File: src/rtl/uart_tx_if.sv
// rtl/uart_tx_if.sv - host-side word handshake (data/valid/ready) for uart_tx
interface uart_tx_if #(
    parameter int W = 8
);
    logic [W-1:0] data;
    logic         valid;
    logic         ready;

    modport master (output data, output valid, input ready);
    modport slave  (input data, input valid, output ready);
endinterface

File: src/rtl/uart_tx.sv
// rtl/uart_tx.sv - UART transmitter with internal bit divider; optional parity via UART_TX_PARITY_EN
module uart_tx #(
    parameter int DIV  = 434,
    parameter int W    = 8,
    parameter int STOP = 1
`ifdef UART_TX_PARITY_EN
    ,
    parameter bit ODD  = 1'b0
`endif
) (
    input  logic     clock,
    input  logic     reset,
    uart_tx_if.slave bus,
    output logic     txd
);
    localparam int DW = (DIV > 1) ? $clog2(DIV) : 1;
    localparam int BW = $clog2(W + 1);
    localparam logic [DW-1:0] DIV_LAST  = DW'(DIV - 1);
    localparam logic [DW-1:0] DIV_PRE   = DW'(DIV - 2);
    localparam logic [BW-1:0] BIT_LAST  = BW'(W - 1);
    localparam logic [BW-1:0] STOP_LAST = BW'(STOP - 1);

    typedef enum logic [2:0] {
        S_IDLE   = 3'd0,
        S_START  = 3'd1,
        S_DATA   = 3'd2,
`ifdef UART_TX_PARITY_EN
        S_PARITY = 3'd3,
`endif
        S_STOP   = 3'd4
    } state_t;

    state_t        state_q, state_d;
    logic [DW-1:0] div_q, div_d;
    logic [W-1:0]  sh_q, sh_d;
    logic [BW-1:0] bit_q, bit_d;
    logic          txd_q, txd_d;
    logic          ready_q, ready_d;
    logic          accept;
    logic          div_end;
`ifdef UART_TX_PARITY_EN
    logic          par_q, par_d;
`endif

    // Next-state: frame sequencing, bit-period divider, shift register and registered outputs
    always_comb begin
        state_d = state_q;
        div_d   = div_q + DW'(1);
        sh_d    = sh_q;
        bit_d   = bit_q;
        txd_d   = txd_q;
        ready_d = ready_q;
`ifdef UART_TX_PARITY_EN
        par_d   = par_q;
`endif
        accept  = bus.valid & ready_q;
        div_end = (div_q == DIV_LAST);

        case (state_q)
            S_IDLE: begin
                div_d   = '0;
                txd_d   = 1'b1;
                ready_d = 1'b1;
            end
            S_START: begin
                if (div_end) begin
                    state_d = S_DATA;
                    div_d   = '0;
                    txd_d   = sh_q[0];
                    sh_d    = sh_q >> 1;
                    bit_d   = '0;
                end
            end
            S_DATA: begin
                if (div_end) begin
                    div_d = '0;
                    if (bit_q == BIT_LAST) begin
`ifdef UART_TX_PARITY_EN
                        state_d = S_PARITY;
                        txd_d   = par_q;
`else
                        state_d = S_STOP;
                        txd_d   = 1'b1;
                        bit_d   = '0;
`endif
                    end else begin
                        txd_d = sh_q[0];
                        sh_d  = sh_q >> 1;
                        bit_d = bit_q + BW'(1);
                    end
                end
            end
`ifdef UART_TX_PARITY_EN
            S_PARITY: begin
                if (div_end) begin
                    state_d = S_STOP;
                    div_d   = '0;
                    txd_d   = 1'b1;
                    bit_d   = '0;
                end
            end
`endif
            S_STOP: begin
                // Open the handshake one cycle early so a new word can start with no idle gap
                if (bit_q == STOP_LAST && div_q == DIV_PRE) begin
                    ready_d = 1'b1;
                end
                if (div_end) begin
                    div_d = '0;
                    if (bit_q == STOP_LAST) begin
                        state_d = S_IDLE;
                        txd_d   = 1'b1;
                        ready_d = 1'b1;
                    end else begin
                        bit_d = bit_q + BW'(1);
                    end
                end
            end
            default: begin
                state_d = S_IDLE;
                div_d   = '0;
                txd_d   = 1'b1;
                ready_d = 1'b1;
            end
        endcase

        // Acceptance overrides IDLE and the final stop cycle alike
        if (accept) begin
            state_d = S_START;
            div_d   = '0;
            sh_d    = bus.data;
            bit_d   = '0;
            txd_d   = 1'b0;
            ready_d = 1'b0;
`ifdef UART_TX_PARITY_EN
            par_d   = (^bus.data) ^ ODD;
`endif
        end
    end

    // State register with synchronous active-high reset; reset aborts any frame in flight
    always_ff @(posedge clock) begin
        if (reset) begin
            state_q <= S_IDLE;
            div_q   <= '0;
            sh_q    <= '0;
            bit_q   <= '0;
            txd_q   <= 1'b1;
            ready_q <= 1'b0;
`ifdef UART_TX_PARITY_EN
            par_q   <= 1'b0;
`endif
        end else begin
            state_q <= state_d;
            div_q   <= div_d;
            sh_q    <= sh_d;
            bit_q   <= bit_d;
            txd_q   <= txd_d;
            ready_q <= ready_d;
`ifdef UART_TX_PARITY_EN
            par_q   <= par_d;
`endif
        end
    end

    assign txd       = txd_q;
    assign bus.ready = ready_q;
endmodule
File: src/flat_wrapper.sv
// flat-port wrapper written by rule: the top's interface ports become plain ports
module uart_tx_flat 
#(
    parameter int DIV  = 434,
    parameter int W    = 8,
    parameter int STOP = 1

)
  (clock, reset, txd, bus_data, bus_valid, bus_ready);
  uart_tx_if #(.W(W)) bus_i ();
  input  logic clock;
  input  logic reset;
  output logic txd;
  input wire logic [$bits(bus_i.data)-1:0] bus_data;
  input wire logic [$bits(bus_i.valid)-1:0] bus_valid;
  output wire logic [$bits(bus_i.ready)-1:0] bus_ready;
  assign bus_i.data = bus_data;
  assign bus_i.valid = bus_valid;
  assign bus_ready = bus_i.ready;
  uart_tx #(.DIV(DIV), .W(W), .STOP(STOP)) u_core (.clock(clock), .reset(reset), .bus(bus_i), .txd(txd));
endmodule
File: config.mk
export PLATFORM = sky130hd
export DESIGN_NAME = uart_tx_flat
export DESIGN_NICKNAME = d
export VERILOG_FILES = /design/src/rtl/uart_tx_if.sv /design/src/rtl/uart_tx.sv /design/src/flat_wrapper.sv
export SDC_FILE = /design/constraint.sdc
export NUM_CORES = 1
export LEC_CHECK = 0
export CAP_MARGIN = 15
export CORE_AREA = 2 2 51 100
export CTS_BUF_LIST = sky130_fd_sc_hd__clkbuf_8
export DETAILED_ROUTE_END_ITERATION = 16
export DIE_AREA = 0 0 53 102
export HOLD_SLACK_MARGIN = 0.03
export SYNTH_ARGS = -nofsm -noshare
export SYNTH_HDL_FRONTEND = slang
export SYNTH_SLANG_ARGS = --single-unit
File: constraint.sdc
create_clock -name clock -period 2 [get_ports clock]
set_input_delay 0.3 -clock clock [delete_from_list [all_inputs] [get_ports clock]]
set_output_delay 0.3 -clock clock [all_outputs]
set_load 0.03 [all_outputs]
==> reports/qor.yml, run 1 <==
avgRoutedWirePerCell_um: 13.3
finalWeightedCongestion: 0.827
final_min_period_over_clock_period_pct: 94.6
cts_max_level: 1
slew-limit-headroom_pct: 73.6
synth_seq_area_share_pct: 38.7
global_route.usage.met3_pct: 2.19
clock_slew_at_the_register_clock_pins_of_the_worst_setup_and_hold_paths_ps: 80
final.setup.tns_ps: 0
dp_hpwl_um: 2320
vdd_ir_max_mv: 0.291
synth-warning-count: 0
clk_path_buf_depth: 2
cts-buffers-inserted: 3
avgSynthCellArea_um2: 8.58
io_pins: 13
postSynthNetCount: 173
min_from: "u_core.div_q[0]"
static-leakage-power_nw: 0.569
ys_flop_type: "sky130_fd_sc_hd__dfxtp_1"
detail_route.first_pass.iterations: 4
global_route_wire_length_before_repair_um: 4890
global_route.usage.met2_pct: 23.6
worstPathRequired_ps: 2150
antenna_violations_before_repair: 0
die_w_um: 53
layout.filler_cells: 504
timing.critical_path.cells: "inv_1 -> ha_1 -> nor3b_1 -> or3_1 -> a22o_1 -> o21ai_0 -> a21oi_1"
routed-via-count: 1163
setup_cp_type: "flip-flop to flip-flop"
critical_path.slowest_cell: "sky130_fd_sc_hd__or3_1"
finish.net_count: 193
grt_use_met1_pct: 10.8
worst_hold_path_type: "flip-flop to flip-flop"
critical_path.top_delay_family: "simple AND/OR/NAND/NOR gates"
worst_hold_path.endpoint: "u_core.div_q[0]"
post_cts_hold_buffer_count: 0
period_needed_ps: 1890
initial_core_util_pct: 29.3
place.port_buffers: 12
worstRegToRegCells: 7
detail_route.vias_per_cell: 5.06
commonest_non_fill_non_tap_cell_in_the_layout: "sky130_fd_sc_hd__nor2_1"
first_global_vias: 1156
worstPathMaxFanout: 4
insertion_delay_ps: 260
floorplan.die_area_um2: 5410
chipHeight_um: 102
clockRootBuffer: "sky130_fd_sc_hd__clkbuf_8"
synth_area_um2: 1350
ys_ff_latch: 26
async_reset_ff_share_pct: 0
tritoncts: "yes"
syn_to_final_growth_pct: 20.5
syn_inst: 157
instances_no_fill: 230
fmax_ghz: 0.528
row_count: 35
netlist_top_cells_area: "sky130_fd_sc_hd__dfxtp_1 39%, sky130_fd_sc_hd__nor2_1 8.4%, sky130_fd_sc_hd__ha_1 4.6%, sky130_fd_sc_hd__nand2_1 3.1%, sky130_fd_sc_hd__a21oi_1 3.0%"
worst_hold_path.num_cells: 1
hold_viol: 0
crit_path_end_kind: "flip-flop"
final.setup_skew_ps: 2.70
groute.usage.overall_pct: 11.9
setup_repair_after_global_routing_missed_its_margin: "no"
global_route_hottest_layer: "met2"
synthDominantAreaCellType: "sky130_fd_sc_hd__dfxtp_1"
diodes: 0
synth_cell_types: 38
critPathLaunchType: "flip-flop"
r2r_slack_ps: 110
critical_path.n_buffers_inverters: 1
numPlacedInstances: 226
outcome: "finished, final reports clean"
count_of_final_setup_violators: 0
grt_overflow_total: 0
dr.first_iter.drc_count: 31
layout_common_cells: "30 x sky130_fd_sc_hd__nor2_1, 26 x sky130_fd_sc_hd__dfxtp_1, 12 x sky130_fd_sc_hd__clkdlybuf4s50_1"
worst_hold_slack_ps: 494
critical_path.reg2reg.endpoint: "u_core.bit_q[2]"
drive_above_1_share_pct: 12.0
max-cap-violations: 0
worstMarginPinSlew_ps: 386
crit_path_max_incr_delay_ps: 450
synthDominantCellAreaShare_pct: 38.7
detail_route.wirelength_um: 3060
utilization_pct: 35.3
r2r_start: "u_core.bit_q[0]"
final_max_slew_violation_count: 0
drtAntennaViolNets: 0
arr_time_crit_path_ps: 2040
core_region_area_um2: 4600
drt_drc_violations_left: 0
cts_num_sinks: 26
grt_max_degree: 14
synth_enable_flop_cells: 0
power_per_standard_cell_area_nw_per_um2: 597
==> how the worst max path moves through the flow <==
stage	from	to	slack, ps	depth (start not counted)
after global placement	u_core.bit_q[0]	u_core.bit_q[0]	30	7
final	u_core.bit_q[0]	u_core.bit_q[2]	110	7
after detailed placement	u_core.bit_q[0]	u_core.bit_q[0]	30	7
after global routing	u_core.bit_q[0]	u_core.sh_q[2]	7	6
after floorplan	u_core.div_q[2]	u_core.sh_q[4]	300	6
after CTS	u_core.bit_q[0]	u_core.bit_q[0]	4	7
==> layer usage <==
layer  vias up  wire length, µm
li1        585                -
met1       547             1110
met2        25             1770
met3         6               86
met4         0               92
met5         -                0
==> per-stage QoR <==
stage | setup WS [ps] | cell area [µm²] | power, mW
2_1_floorplan | 299 | 1350 | 0.636
3_3_place_gp | 28.7 | 1560 | 0.691
3_5_place_dp | 28.3 | 1560 | 0.690
4_1_cts | 3.54 | 1600 | 0.985
5_1_grt | 6.62 | 1620 | 1.02
6_report | 108 | 1620 | 0.969
==> state kept, by name (all words and copies together) (netlist names) <==
signal and flops:
u_core.div_q 9, u_core.sh_q 8, u_core.bit_q 4, u_core.state_q 3, u_core.bus.ready 1, u_core.txd 1
==> final cells by class <==
cell class / count / area (µm²) / area share (%)
well taps: 55 / 68.8 / 4.24
flip-flops and latches: 26 / 520 / 32.1
repair buffers: 21 / 189 / 11.6
clock buffers: 3 / 41.3 / 2.54
multi-input cells: 119 / 781 / 48.1
inverters: 6 / 22.5 / 1.39
==> timing repair <==
action / 4_1_cts / 5_1_grt
setup buffers: 0 / 0
setup endpoints to repair: 0 / 6
gates resized for setup: 0 / 4
==> cells in the mapped netlist, types with 2 or more instances <==
master and number:
sky130_fd_sc_hd__nor3b_1 4, sky130_fd_sc_hd__nor2b_1 2, sky130_fd_sc_hd__nand4_1 2, sky130_fd_sc_hd__a2111oi_0 4, sky130_fd_sc_hd__xor2_1 4, sky130_fd_sc_hd__ha_1 5, sky130_fd_sc_hd__nor2_1 30, sky130_fd_sc_hd__a211oi_1 2
sky130_fd_sc_hd__nand2b_1 2, sky130_fd_sc_hd__nor3_2 2, sky130_fd_sc_hd__a2111oi_2 2, sky130_fd_sc_hd__nand3b_1 3, sky130_fd_sc_hd__mux2i_1 2, sky130_fd_sc_hd__nand3_1 7, sky130_fd_sc_hd__xnor2_1 4, sky130_fd_sc_hd__a21oi_1 8
sky130_fd_sc_hd__buf_2 2, sky130_fd_sc_hd__and3_1 4, sky130_fd_sc_hd__dfxtp_1 26, sky130_fd_sc_hd__inv_1 6, sky130_fd_sc_hd__nor3_1 5, sky130_fd_sc_hd__o21ai_0 3, sky130_fd_sc_hd__clkbuf_1 3, sky130_fd_sc_hd__nand2_1 11
==> report_power, final <==
part	switching (mW)	leakage [nW]	internal, mW
logic	0.0687	0.336	0.0624
clock network	0.154	0.0216	0.135
registers	0.0131	0.211	0.535
total	0.236	0.569	0.732
==> cells by family (layout without fill, tap and decap cells) <==
| group | Yosys count | count (layout) | share of synthesized area (%) |
|---|---|---|---|
| adder cells (fa/ha/maj) | 5 | 5 | 4.65 |
| flip-flops | 26 | 26 | 38.7 |
| XOR/XNOR | 8 | 8 | 5.20 |
| buffers and inverters | 12 | 30 | 4.09 |
| AND/OR/NAND/NOR | 79 | 79 | 32.2 |
| multiplexers | 2 | 2 | 1.49 |
| AO/OA/AOI/OAI | 25 | 25 | 13.7 |
Power figures use the tool's default switching activity.
==> run 2, diff against run 1 <==
--- a/config.mk
+++ b/config.mk
@@ -11,6 +11,7 @@
 export DETAILED_ROUTE_END_ITERATION = 16
 export DIE_AREA = 0 0 53 102
 export HOLD_SLACK_MARGIN = 0.03
+export PLACE_DENSITY_LB_ADDON = 0.08
 export SYNTH_ARGS = -nofsm -noshare
 export SYNTH_HDL_FRONTEND = slang
 export SYNTH_SLANG_ARGS = --single-unit
==> run 2 against run 1 <==
Compared with the run above: total power is 16% higher; combinational power hardly changed; sequential share of layout area shrank 0.41 points; largest power group unchanged; cell count grew 0.43%; maximum frequency grew 3.3%; sequential power barely moved; setup slack improved by 61 ps; count of clock-buffer cells in the layout did not move; global-route usage up 1.6 points; clock power up 54%; die area stayed put; non-clock buffer count unchanged.
==> reports/qor.yml, run 2 (synthesized netlist as in run 1, its figures left out) <==
io_pins: 13
tritoncts: "yes"
period_needed_ps: 1830
clock_slew_at_the_register_clock_pins_of_the_worst_setup_and_hold_paths_ps: 90
crit_path_end_kind: "flip-flop"
arr_time_crit_path_ps: 1980
detail_route.wirelength_um: 3170
r2r_start: "u_core.div_q[3]"
vdd_ir_max_mv: 0.415
insertion_delay_ps: 270
setup_repair_after_global_routing_missed_its_margin: "no"
die_w_um: 53
multi_input_area_um2: 773
antenna_violations_before_repair: 0
cts_max_level: 1
clk_path_buf_depth: 2
dp_hpwl_um: 2490
power.share.switching_pct: 23.2
drive_above_1_share_pct: 11.4
final_min_period_over_clock_period_pct: 91.6
core_region_area_um2: 4600
outcome: "finished, final reports clean"
worst_hold_slack_ps: 487
reg_top3: "u_core.div_q (9), u_core.sh_q (8), u_core.bit_q (4)"
finish.net_count: 193
final.setup_skew_ps: 2.00
net_switching_uw: 261
setup_cp_type: "flip-flop to flip-flop"
drtAntennaViolNets: 0
p_int_uw: 866
worstPathMaxFanout: 7
static-leakage-power_nw: 0.584
grt_overflow_total: 0
largest-register: "u_core.div_q"
layout_common_cells: "30 x sky130_fd_sc_hd__nor2_1, 26 x sky130_fd_sc_hd__dfxtp_1, 12 x sky130_fd_sc_hd__clkdlybuf4s50_1"
area.sequential_um2: 520
cts-buffers-inserted: 3
finalWeightedCongestion: 0.822
dr.first_iter.drc_count: 16
seq_power_share_pct: 48.7
detail_route.first_pass.iterations: 4
startpoint: "u_core.div_q[3]"
slew-limit-headroom_pct: 75.0
worstPathRequired_ps: 2150
avgRoutedWirePerCell_um: 13.7
power_per_standard_cell_area_nw_per_um2: 686
row_count: 35
clockRootBuffer: "sky130_fd_sc_hd__clkbuf_8"
drt_drc_violations_left: 0
groute.usage.overall_pct: 13.5
count_of_final_setup_violators: 0
hold_viol: 0
final.setup.tns_ps: 0
initial_core_util_pct: 29.3
power.share.combinational_pct: 11.8
cts_num_sinks: 26
place.port_buffers: 12
diodes: 0
critPathLaunchType: "flip-flop"
layout.filler_cells: 483
worstMarginPinSlew_ps: 374
syn_to_final_growth_pct: 22.1
post_cts_hold_buffer_count: 0
worst_hold_path_type: "flip-flop to flip-flop"
grt_max_degree: 16
max_reg_flops: 9
floorplan.die_area_um2: 5410
global_route_wire_length_before_repair_um: 5400
first_global_vias: 1218
final_max_slew_violation_count: 0
min_from: "u_core.div_q[0]"
max-cap-violations: 0
detail_route.vias_per_cell: 5.08
routed-via-count: 1173
chipHeight_um: 102
commonest_non_fill_non_tap_cell_in_the_layout: "sky130_fd_sc_hd__nor2_1"
clock_power_share_pct: 39.5
fmax_ghz: 0.546
==> run 2: final cells by class <==
cell class              instances  area share, %
flip-flops and latches         26           31.7
multi-input cells             119           47.0
repair buffers                 21           11.4
well taps                      55           4.19
inverters                       6           1.37
clock inverters                 1           1.83
clock buffers                   3           2.51
==> run 2: power by group through the flow <==
| stage | sequential [mW] | clock [mW] | combinational (mW) |
|---|---|---|---|
| after global placement | 0.560 | 0 | 0.132 |
| after detailed placement | 0.561 | 0 | 0.133 |
| after CTS | 0.549 | 0.458 | 0.134 |
| final | 0.549 | 0.445 | 0.133 |
| after floorplan | 0.565 | 0 | 0.0711 |
| after global routing | 0.552 | 0.483 | 0.149 |
==> run 2: worst max-delay path, cell delays in order, from the launching register on <==
cell and delay (ps):
sky130_fd_sc_hd__dfxtp_1 370, sky130_fd_sc_hd__nor4b_4 360, sky130_fd_sc_hd__nand3_4 170, sky130_fd_sc_hd__nor3_4 190, sky130_fd_sc_hd__buf_4 170, sky130_fd_sc_hd__nor3_1 50, sky130_fd_sc_hd__a2111oi_1 400
==> run 2: final timing paths <==
path	end	slack, ps	cells after the start
worst min-delay path	u_core.div_q[0]	490	1
worst max register to register	u_core.sh_q[1]	170	6
worst min register to register	u_core.div_q[0]	490	1
worst max-delay path	u_core.sh_q[1]	170	6
==> run 2: what timing repair did <==
item                                    in CTS  in global routing
gates resized for setup                      0                  2
hold endpoints to repair                     0                  0
buffers inserted                             0                  1
endpoints found under the setup margin       0                  2
==> run 2: through the flow <==
stage          total power, mW  cell area [µm²]  worst slack, ps  utilization [%]  instances
2_1_floorplan            0.636             1350              299                -        157
3_3_place_gp             0.692             1560              216             34.0        226
4_1_cts                   1.14             1630             81.5             35.5        230
6_report                  1.13             1640              168             35.8        231
3_5_place_dp             0.694             1560              102             34.0        226
5_1_grt                   1.18             1640             2.83             35.8        231
==> run 2: per-layer routing <==
metal | GRT usage (%) | share of wire, %
met1 | 12.9 | 37
met4 | 5.92 | 1.9
met5 | 0 | 0
met2 | 27.0 | 58
met3 | 1.32 | 2.9
==> run 3, diff against run 2 <==
--- a/config.mk
+++ b/config.mk
@@ -6,10 +6,10 @@
 export NUM_CORES = 1
 export LEC_CHECK = 0
 export CAP_MARGIN = 15
-export CORE_AREA = 2 2 51 100
+export CORE_AREA = 2 2 40 79
 export CTS_BUF_LIST = sky130_fd_sc_hd__clkbuf_8
 export DETAILED_ROUTE_END_ITERATION = 16
-export DIE_AREA = 0 0 53 102
+export DIE_AREA = 0 0 42 81
 export HOLD_SLACK_MARGIN = 0.03
 export PLACE_DENSITY_LB_ADDON = 0.08
 export SYNTH_ARGS = -nofsm -noshare
==> run 3 against run 2 <==
Compared with the run above: combinational power is essentially flat; sequential power is essentially flat; global-route usage grew 4.5 points; critical path type unchanged.
==> reports/qor.yml, run 3 (synthesized netlist as in run 1, its figures left out) <==
dp_hpwl_um: 1900
largest-register: "u_core.div_q"
max_reg_flops: 9
worstMarginPinSlew_ps: 405
timing.critical_path.depth: 7
drtAntennaViolNets: 0
groute.usage.overall_pct: 18.0
finish.net_count: 197
detail_route.wirelength_um: 2710
io_pins: 13
setup_cp_type: "flip-flop to flip-flop"
final_max_slew_violation_count: 0
outcome: "finished, final reports clean"
critPathLaunchType: "flip-flop"
final_min_period_over_clock_period_pct: 91.6
antenna_violations_before_repair: 0
post_layout_inst_area_um2: 1640
cts_max_level: 1
drt_drc_violations_left: 0
arr_time_crit_path_ps: 2010
worstPathRequired_ps: 2180
final.setup_skew_ps: 3.02
fmax_ghz: 0.546
critical_path.slowest_cell: "sky130_fd_sc_hd__dfxtp_1"
power_per_standard_cell_area_nw_per_um2: 622
worst_hold_path_type: "flip-flop to flip-flop"
critical_path.top_delay_family: "compound AO/OA/AOI/OAI gates"
timing.critical_path.cells: "ha_1 -> nand3b_1 -> a21oi_4 -> nor3_4 -> buf_4 -> buf_4 -> a2111oi_2"
die_w_um: 42
post_cts_hold_buffer_count: 0
worstRegToRegCells: 7
clock_slew_at_the_register_clock_pins_of_the_worst_setup_and_hold_paths_ps: 90
core_region_area_um2: 2840
postPlaceCellArea_um2: 1540
detail_route.vias_per_cell: 5.51
avgRoutedWirePerCell_um: 12.9
slew-limit-headroom_pct: 73.0
worst_hold_path.num_cells: 2
hold_viol: 0
instances_no_fill: 210
insertion_delay_ps: 270
max-cap-violations: 0
grt_max_degree: 15
floorplan.die_area_um2: 3400
routed-via-count: 1157
global_route_wire_length_before_repair_um: 4620
post-place-ws_ps: 52.3
commonest_non_fill_non_tap_cell_in_the_layout: "sky130_fd_sc_hd__nor2_1"
crit_top_cell: "sky130_fd_sc_hd__buf_4"
finalPower_mw: 1.02
cts-buffers-inserted: 3
worstPathMaxFanout: 5
period_needed_ps: 1830
cts_num_sinks: 26
tritoncts: "yes"
numPlacedInstances: 202
critical_path.n_buffers_inverters: 2
chipHeight_um: 81
count_of_final_setup_violators: 0
worst_slack_ps: 169
layout_common_cells: "30 x sky130_fd_sc_hd__nor2_1, 26 x sky130_fd_sc_hd__dfxtp_1, 12 x sky130_fd_sc_hd__clkdlybuf4s50_1, 12 x sky130_fd_sc_hd__buf_4, 11 x sky130_fd_sc_hd__nand2_1"
first_global_vias: 1024
syn_to_final_growth_pct: 21.7
initial_core_util_pct: 47.4
clockRootBuffer: "sky130_fd_sc_hd__clkbuf_8"
reg_top3: "u_core.div_q (9), u_core.sh_q (8), u_core.bit_q (4)"
place.port_buffers: 12
crit_path_max_incr_delay_ps: 380
crit_path_end_kind: "flip-flop"
detail_route.first_pass.iterations: 4
clk_path_buf_depth: 2
vdd_ir_max_mv: 0.478
finalWeightedCongestion: 0.870
layout.filler_cells: 269
drive_above_1_share_pct: 13.9
row_count: 28
grt_overflow_total: 0
worst_hold_slack_ps: 493
static-leakage-power_nw: 0.596
diodes: 0
dr.first_iter.drc_count: 25
[run 3: what timing repair did]
action / CTS / global route
buffers inserted: 0 / 3
gates resized for setup: 0 / 2
setup endpoints to repair: 0 / 7
[run 3: worst paths after layout]
| check | end | from | slack [ps] |
|---|---|---|---|
| worst min register to register | u_core.sh_q[7] | u_core.sh_q[7] | 490 |
| worst max-delay path | u_core.sh_q[5] | u_core.bit_q[0] | 170 |
| worst max register to register | u_core.sh_q[5] | u_core.bit_q[0] | 170 |
| worst min-delay path | u_core.sh_q[7] | u_core.sh_q[7] | 490 |
[run 3: tightest hold or removal path, delay by kind of cell (launching register included)]
family | cells | cell delay (ps)
flip-flops | 1 | 320
AND/OR/NAND/NOR | 1 | 80
AO/OA/AOI/OAI | 1 | 60
[run 3: final cells by class]
| class | instances | area [µm²] | area share [%] |
|---|---|---|---|
| Sequential cell | 26 | 520 | 31.8 |
| Clock buffer | 4 | 55.1 | 3.36 |
| Multi-Input combinational cell | 120 | 792 | 48.4 |
| Inverter | 6 | 22.5 | 1.38 |
| Tap cell | 30 | 37.5 | 2.29 |
| Timing Repair Buffer | 24 | 210 | 12.8 |
[run 3: routing by layer]
layer / GRT usage, % / part of all wire, %
met1: 22.9 / 49
met2: 27.8 / 46
met3: 2.89 / 2.0
met4: 11.6 / 2.6
met5: 0 / 0
[run 3: metrics by stage]
stage / setup TNS [ps] / utilization [%]
finish: 0 / 57.7
global route: -11.9 / 57.7
CTS: 0 / 56.2
detailed placement: 0 / 54.2
global placement: 0 / 54.2
floorplan: 0 / -
[run 3: where the power goes]
part	total, mW	internal, mW	switching, mW	leakage [nW]
logic	0.134	0.0643	0.0696	0.356
registers	0.547	0.535	0.0118	0.211
clock network	0.337	0.176	0.161	0.0288
